## src/rtl/bus_arbiter_pkg.sv

```systemverilog
// Shared types and constants for the CPU bus arbiter: FSM state encoding,
// requester indices and a small pointer-wrap helper.
package bus_arbiter_pkg;

    typedef enum logic [1:0] {
        ARB_IDLE   = 2'd0,
        ARB_GRANT  = 2'd1,
        ARB_LOCKED = 2'd2,
        ARB_TURN   = 2'd3
    } arb_state_t;

    localparam int REQ_DEC = 0;
    localparam int REQ_PC  = 1;
    localparam int REQ_REG = 2;
    localparam int REQ_ALU = 3;

    function automatic int unsigned wrap_inc(input int unsigned idx, input int unsigned n);
        return (idx + 1 == n) ? 0 : idx + 1;
    endfunction

endpackage

```

## src/rtl/bus_arbiter_if.sv

```systemverilog
// Request/lock inputs and grant/status outputs of the bus arbiter.
// The arbiter connects through the master modport, requesters through slave.
interface bus_arbiter_if #(
    parameter int N_REQ = 4
) ();
    localparam int ID_W = $clog2(N_REQ);

    logic [N_REQ-1:0] i_req;
    logic [N_REQ-1:0] i_lock;
    logic [N_REQ-1:0] o_grant;
    logic [ID_W-1:0]  o_owner_id;
    logic             o_bus_busy;
    logic             o_locked;
    logic             o_timeout;

    modport master (
        input  i_req, i_lock,
        output o_grant, o_owner_id, o_bus_busy, o_locked, o_timeout
    );

    modport slave (
        output i_req, i_lock,
        input  o_grant, o_owner_id, o_bus_busy, o_locked, o_timeout
    );
endinterface

```

## src/rtl/bus_arbiter_rr_picker.sv

```systemverilog
// Round-robin picker: first set request at or above 'start', wrapping around.
// Rotating a doubled copy of the request vector turns it into a plain priority encoder.
module rr_picker #(
    parameter int N    = 4,
    parameter int ID_W = 2
) (
    input  logic [N-1:0]    req,
    input  logic [ID_W-1:0] start,
    output logic            valid,
    output logic [ID_W-1:0] index
);
    localparam int SUM_W = ID_W + 1;

    logic [N-1:0]     rotated;
    logic [ID_W-1:0]  offset;
    logic [SUM_W-1:0] sum;

    always_comb begin
        rotated = N'({req, req} >> start);
        valid   = 1'b0;
        offset  = '0;
        // Scanning downward lets the lowest set bit win.
        for (int i = N - 1; i >= 0; i--) begin
            if (rotated[i]) begin
                valid  = 1'b1;
                offset = ID_W'(i);
            end
        end
        sum = {1'b0, start} + {1'b0, offset};
        if (sum >= SUM_W'(N)) begin
            sum = sum - SUM_W'(N);
        end
        index = sum[ID_W-1:0];
    end
endmodule

```

## src/rtl/bus_arbiter.sv

```systemverilog
// Round-robin CPU bus arbiter with bus lock, lock timeout and a one-cycle
// turnaround between owners so tri-state drivers never overlap.
module bus_arbiter
    import bus_arbiter_pkg::*;
#(
    parameter int N_REQ   = 4,
    parameter int QUANTUM = 8,
    parameter int TIMEOUT = 15,
    parameter int CNT_W   = 4
) (
    input  logic           clk,
    input  logic           rst,
    bus_arbiter_if.master  bus
);
    localparam int ID_W = $clog2(N_REQ);
    localparam logic [CNT_W-1:0] Q_LAST = CNT_W'(QUANTUM - 1);
    localparam logic [CNT_W-1:0] T_LAST = CNT_W'(TIMEOUT - 1);

    arb_state_t       state, state_nxt;
    logic [CNT_W-1:0] hold_cnt, hold_nxt;
    logic [ID_W-1:0]  rr_ptr, ptr_nxt;
    logic [ID_W-1:0]  owner, owner_nxt;
    logic             timeout_nxt;
    logic             release_bus;

    logic             pick_valid;
    logic [ID_W-1:0]  pick_idx;
    logic             own_req, own_lock, others_pending;

    logic [N_REQ-1:0] grant_d, grant_q;
    logic             locked_d, locked_q;
    logic             busy_d, busy_q;
    logic             timeout_q;

    rr_picker #(
        .N    (N_REQ),
        .ID_W (ID_W)
    ) u_picker (
        .req   (bus.i_req),
        .start (rr_ptr),
        .valid (pick_valid),
        .index (pick_idx)
    );

    assign own_req        = bus.i_req[owner];
    assign own_lock       = bus.i_lock[owner];
    assign others_pending = |(bus.i_req & ~(N_REQ'(1) << owner));

    always_ff @(posedge clk or negedge rst) begin
        if (!rst) begin
            state     <= ARB_IDLE;
            hold_cnt  <= '0;
            rr_ptr    <= '0;
            owner     <= '0;
            grant_q   <= '0;
            locked_q  <= 1'b0;
            busy_q    <= 1'b0;
            timeout_q <= 1'b0;
        end else begin
            state     <= state_nxt;
            hold_cnt  <= hold_nxt;
            rr_ptr    <= ptr_nxt;
            owner     <= owner_nxt;
            grant_q   <= grant_d;
            locked_q  <= locked_d;
            busy_q    <= busy_d;
            timeout_q <= timeout_nxt;
        end
    end

    always_comb begin
        state_nxt   = state;
        hold_nxt    = hold_cnt;
        ptr_nxt     = rr_ptr;
        owner_nxt   = owner;
        timeout_nxt = 1'b0;
        release_bus = 1'b0;
        case (state)
            ARB_IDLE, ARB_TURN: begin
                if (pick_valid) begin
                    state_nxt = ARB_GRANT;
                    owner_nxt = pick_idx;
                    hold_nxt  = '0;
                end else begin
                    state_nxt = ARB_IDLE;
                end
            end
            ARB_GRANT: begin
                if (!own_req) begin
                    release_bus = 1'b1;
                end else if (own_lock) begin
                    state_nxt = ARB_LOCKED;
                    hold_nxt  = '0;
                end else if (others_pending) begin
                    if (hold_cnt == Q_LAST) release_bus = 1'b1;
                    else                    hold_nxt    = hold_cnt + CNT_W'(1);
                end
            end
            ARB_LOCKED: begin
                // Dropping the request always wins; an unlock beats the timeout.
                if (!own_req) begin
                    release_bus = 1'b1;
                end else if (!own_lock) begin
                    state_nxt = ARB_GRANT;
                    hold_nxt  = '0;
                end else if (hold_cnt == T_LAST) begin
                    release_bus = 1'b1;
                    timeout_nxt = 1'b1;
                end else begin
                    hold_nxt = hold_cnt + CNT_W'(1);
                end
            end
            default: state_nxt = ARB_IDLE;
        endcase
        if (release_bus) begin
            state_nxt = ARB_TURN;
            hold_nxt  = '0;
            ptr_nxt   = ID_W'(wrap_inc(32'(owner), N_REQ));
        end
    end

    always_comb begin
        busy_d   = (state_nxt == ARB_GRANT) || (state_nxt == ARB_LOCKED);
        locked_d = (state_nxt == ARB_LOCKED);
        grant_d  = busy_d ? (N_REQ'(1) << owner_nxt) : '0;
    end

    assign bus.o_grant    = grant_q;
    assign bus.o_owner_id = owner;
    assign bus.o_bus_busy = busy_q;
    assign bus.o_locked   = locked_q;
    assign bus.o_timeout  = timeout_q;
endmodule
```

## src/flat_wrapper.sv

```systemverilog
// flat-port wrapper written by rule: the top's interface ports become plain ports
module bus_arbiter_flat import bus_arbiter_pkg::*;
#(
    parameter int N_REQ   = 4,
    parameter int QUANTUM = 8,
    parameter int TIMEOUT = 15,
    parameter int CNT_W   = 4
)
  (clk, rst, bus_i_req, bus_i_lock, bus_o_grant, bus_o_owner_id, bus_o_bus_busy, bus_o_locked, bus_o_timeout);
  bus_arbiter_if #(.N_REQ(N_REQ)) bus_i ();
  input  logic clk;
  input  logic rst;
  input wire logic [$bits(bus_i.i_req)-1:0] bus_i_req;
  input wire logic [$bits(bus_i.i_lock)-1:0] bus_i_lock;
  output wire logic [$bits(bus_i.o_grant)-1:0] bus_o_grant;
  output wire logic [$bits(bus_i.o_owner_id)-1:0] bus_o_owner_id;
  output wire logic [$bits(bus_i.o_bus_busy)-1:0] bus_o_bus_busy;
  output wire logic [$bits(bus_i.o_locked)-1:0] bus_o_locked;
  output wire logic [$bits(bus_i.o_timeout)-1:0] bus_o_timeout;
  assign bus_i.i_req = bus_i_req;
  assign bus_i.i_lock = bus_i_lock;
  assign bus_o_grant = bus_i.o_grant;
  assign bus_o_owner_id = bus_i.o_owner_id;
  assign bus_o_bus_busy = bus_i.o_bus_busy;
  assign bus_o_locked = bus_i.o_locked;
  assign bus_o_timeout = bus_i.o_timeout;
  bus_arbiter #(.N_REQ(N_REQ), .QUANTUM(QUANTUM), .TIMEOUT(TIMEOUT), .CNT_W(CNT_W)) u_core (.clk(clk), .rst(rst), .bus(bus_i));
endmodule
```

## config.mk

```make
export PLATFORM = sky130hd
export DESIGN_NAME = bus_arbiter_flat
export DESIGN_NICKNAME = d
export VERILOG_FILES = /design/src/rtl/bus_arbiter_pkg.sv /design/src/rtl/bus_arbiter_if.sv /design/src/rtl/bus_arbiter_rr_picker.sv /design/src/rtl/bus_arbiter.sv /design/src/flat_wrapper.sv
export SDC_FILE = /design/constraint.sdc
export NUM_CORES = 1
export LEC_CHECK = 0
export ABC_CLOCK_PERIOD_IN_PS = 6500
export BUFFER_PORTS_ARGS = -buffer_cell sky130_fd_sc_hd__buf_2
export CAP_MARGIN = 20
export CORE_ASPECT_RATIO = 2
export CORE_MARGIN = 2
export CORE_UTILIZATION = 45
export CTS_CLUSTER_DIAMETER = 60
export CTS_CLUSTER_SIZE = 40
export DETAILED_ROUTE_END_ITERATION = 6
export PLACE_DENSITY_LB_ADDON = 0.12
export SYNTH_ARGS = -nofsm -noshare
export SYNTH_HDL_FRONTEND = slang
export SYNTH_HIERARCHICAL = 1
export SYNTH_SLANG_ARGS = --single-unit
export TNS_END_PERCENT = 1
```

## constraint.sdc

```tcl
create_clock -name clk -period 6.5 [get_ports clk]
set_input_delay 1.3 -clock clk [delete_from_list [all_inputs] [get_ports clk]]
set_output_delay 1.3 -clock clk [all_outputs]
set_load 0.02 [all_outputs]
```

==> results.txt <==
- STA classifies the critical path endpoint as a flop.
- The top cell types in the final layout, fill and taps aside, are 18 x buf_2, 17 x dfrtp_1, 14 x inv_1.
- Counting every sink on the clock net gives 17.
- Non-filler instance count after layout: about 170
- The synthesized-area fraction occupied by ao, oa, aoi and oai cells is 0.146.
* Capturing instance or port of the critical path: u_core/bus.o_grant[3]
* Post-synthesis adder-cell area fraction: 0.106
- I/O pin count: 19
- In this run the number of H-tree levels came out at 1.
- After synthesis, the share of flip-flops with an asynchronous set or reset is 1.00.
- Of the total synthesized cell area, the portion taken by AND, OR, NAND and NOR gates is 0.217.
- The repair_antennas step left the layout with diodes totalling 0.
- The floorplan step defined a die boundary enclosing 3080 um2.
* Proportion of synthesized chip area in sequential cells: 0.360
- Endpoint of the most critical register-to-register path: u_core/bus.o_grant[3]
* Crit Reg-Reg Startpoint: u_core/bus.o_owner_id[0]
* Worst skew pair latency: between 0.2 and 0.3 ns
- Worst min-delay path category: reg -> reg
* Die boundary height: between 70 and 80 um
* Global-route congestion overflow total: 0
- After detailed routing, the number of vias per cell comes to 5.70.
- For the worst flop-to-flop path, the logic depth is 7.
- The final hold violation count was 0.
- The worst setup path is launched from an input pin.
* Largest clock skew in the final design: 0.00534 ns
* TritonCTS buffer count: 3
- For the finished layout, the period the worst path requires is 3.22 ns.
- The detail route stage leaves a number of antenna-violating nets equal to 0.
* Detailed placement HPWL: 2.03 mm
- Port buffer count: 18
* Setup slack at placement: 3.02 ns
- Worst-case register-to-register setup slack: 3.82 ns
- Of the cells placed in the final design, the portion with a size suffix greater than 1 is 0.243.
* Xor and xnor fraction of the mapped netlist area: 0.0148
- Max-cap violations in this run came to 0.
- Core ar.: 2540 um2
- Total power: 0.651 mW
- For this run, the total global-route usage over all layers was measured as 0.209.
* Post-synth EDFFs: 0
- Number of nets at the end of the flow: 161
* Transition time at the pin with the least slew margin: 0.395 ns
- Largest vdd supply drop: 0.331 mV
- CTS-repair resized insts: 0
- In the synthesized netlist the dominant register cell turns out to be dfrtp_1.
* Worst Setup Slack, final: 3.28 ns
* Multiplexer fraction of the synthesized cell area: 0.108
* Total DRC errors in the routed layout: 0
- Number of placement rows: 26
- Share of the clock period used by the worst path: 0.495
* Fin. max-slew vios: 0
- Number of placed cells counting well taps: 164
* Launch point of the worst path: bus_i_lock[3]
- Synth-to-Final Area Change: 14.1%
* Hold Crit Depth: 1
- The critical path in this run is classified as in -> reg.
- Maximum clock frequency: slightly above 0.3 GHz
- Setup violations remaining at the end of the flow were counted as 0.
* Setup Fix Bufs, Post-CTS: 0
- Wires add up to around 2.6 mm.
* Power per cell area: roughly 480 nW/um2
- The pre-antenna-repair detailed-routing pass consisted of 4 iterations.
- The routed layout has 958 vias.
- In the final routed layout, each cell accounts on average for 15.6 um.
* Nets in the synthesized netlist: 139
* Required @ worst endpoint: approximately 6.7 ns
- After synthesis, the largest family of logic cells by area is simple AND/OR/NAND/NOR gates.
* Worst slew slack as a fraction of its limit: 0.737
- Number of buffers inserted for hold repair after clock tree synthesis: 0
* Per-instance average area after synthesis: 9.94 um2
* RSZ-0062 raised after global routing: no
- The library cell used most frequently in the layout, excluding fill and tap cells, is buf_2.
- Result of the run: completed
- Synthesis produced 119 cells.
- DRC violation total after the first TritonRoute iteration: 23
* Maximum fanout along the worst path: 8
- TritonCTS clock tree: done
- The first global-routing pass estimated roughly 4.5 mm of wire.
- The initial antenna violation count was 0.
- Worst hold margin: slightly below 0.6 ns
- Count of warnings emitted by yosys: 6
* Starting Density: 0.466
- The die is 40.2 um wide.
- In this run, synthesis produced a sequential element count of 17.
- Counting along the longest clock path gives a buffer depth of 2.
* Pin count of the biggest net entering global routing: 18
- At the end of routability-driven placement, the weighted congestion stood at just over 0.7.
- After clock tree synthesis, the clock-pin slew on the worst setup and hold paths is 0.07 ns.
- Via count of the first global-routing pass: 950
- Static leakage power: 0.655 nW
* Root Buffer Master: clkbuf_8
- The mapped netlist covers 1180 um2.
- In this run, distinct cell masters in the synthesized netlist total 42.
- Summed over all failing endpoints, the final setup total negative slack is 0 ns.
- Arrival time at the worst endpoint: 3.38 ns
[kinds of logic (layout without fill, tap and decap cells)]
group,after synthesis,after routing
adders and majority gates,10,10
buffers and inverters,15,36
and+or+nand+nor,43,43
muxes,9,9
AOI/OAI and AO/OA,23,23
xor gates and xnor gates,2,2
DFF,17,17
[power breakdown]
part           leakage [nW]  switching [mW]  internal (mW)  total, mW
logic                 0.410           0.226          0.166      0.392
registers             0.219          0.0365          0.143      0.179
clock network        0.0255          0.0371         0.0426     0.0797
total                 0.655           0.299          0.352      0.651
[worst max-delay path, stage by stage]
cell and delay [ns]:
buf_2 0.09, mux4_2 0.55, o2bb2ai_1 0.18, a221o_1 0.31
nor2b_4 0.16, o21bai_1 0.19, ha_1 0.37, nor3_1 0.22
[state kept, by name, indices dropped and copies added, names as in the netlist]
register and cells:
u_core/bus.o_grant 4, u_core/bus.o_owner_id 2, u_core/hold_cnt 4, u_core/bus.o_timeout 1
u_core/bus.o_bus_busy 1, u_core/rr_ptr 2, u_core/state 2, u_core/bus.o_locked 1
[metrics by stage]
stage | area, um2 | util
6_report | 1350 | 0.532
5_1_grt | 1350 | 0.532
4_1_cts | 1350 | 0.532
3_5_place_dp | 1300 | 0.513
3_3_place_gp | 1300 | 0.513
2_1_floorplan | 1180 | -
[layer usage]
layer / track usage / vias up / share of wire
li1: - / 473 / -
met4: 0.100 / 0 / 0.024
met2: 0.340 / 18 / 0.56
met5: 0 / - / 0
met1: 0.245 / 459 / 0.39
met3: 0.0408 / 8 / 0.022
[Yosys cell counts (all sizes together) (2+ instances only)]
| cell | number | area (um2) |
|---|---|---|
| a41oi | 2 | 17.5 |
| nor3 | 6 | 35.0 |
| inv | 14 | 52.6 |
| dfrtp | 17 | 425 |
| xnor2 | 2 | 17.5 |
| a31oi | 2 | 12.5 |
| mux2i | 3 | 30.0 |
| o21ai | 2 | 10.0 |
| nand3 | 5 | 30.0 |
| mux4 | 2 | 45.0 |
| nand2b | 7 | 43.8 |
| nand2 | 6 | 22.5 |
| mux2 | 4 | 52.6 |
| nor2 | 5 | 18.8 |
| a21oi | 5 | 25.0 |
| ha | 10 | 125 |
| nor2b | 4 | 32.5 |
| o211ai | 4 | 35.0 |
[final cells by class]
| type | instances | area (um2) |
|---|---|---|
| fillers | 241 | 1190 |
| multi-input cells | 87 | 699 |
| flip-flops and latches | 17 | 425 |
| repair buffers | 18 | 90.1 |
| inverters | 14 | 52.6 |
| clock buffers | 3 | 41.3 |
| well taps | 28 | 35.0 |
| clock inverters | 1 | 5.00 |
[worst min path at each step]
| stage | endpoint | slack (ns) | start |
|---|---|---|---|
| 2_1_floorplan | u_core/hold_cnt[1] | 0.54 | u_core/hold_cnt[1] |
| 3_3_place_gp | u_core/hold_cnt[1] | 0.58 | u_core/hold_cnt[1] |
| 3_5_place_dp | u_core/hold_cnt[1] | 0.58 | u_core/hold_cnt[1] |
| 4_1_cts | u_core/hold_cnt[1] | 0.60 | u_core/hold_cnt[1] |
| 5_1_grt | u_core/hold_cnt[1] | 0.63 | u_core/hold_cnt[1] |
| 6_report | u_core/hold_cnt[1] | 0.60 | u_core/hold_cnt[1] |
(Power assumes the default switching activity.)
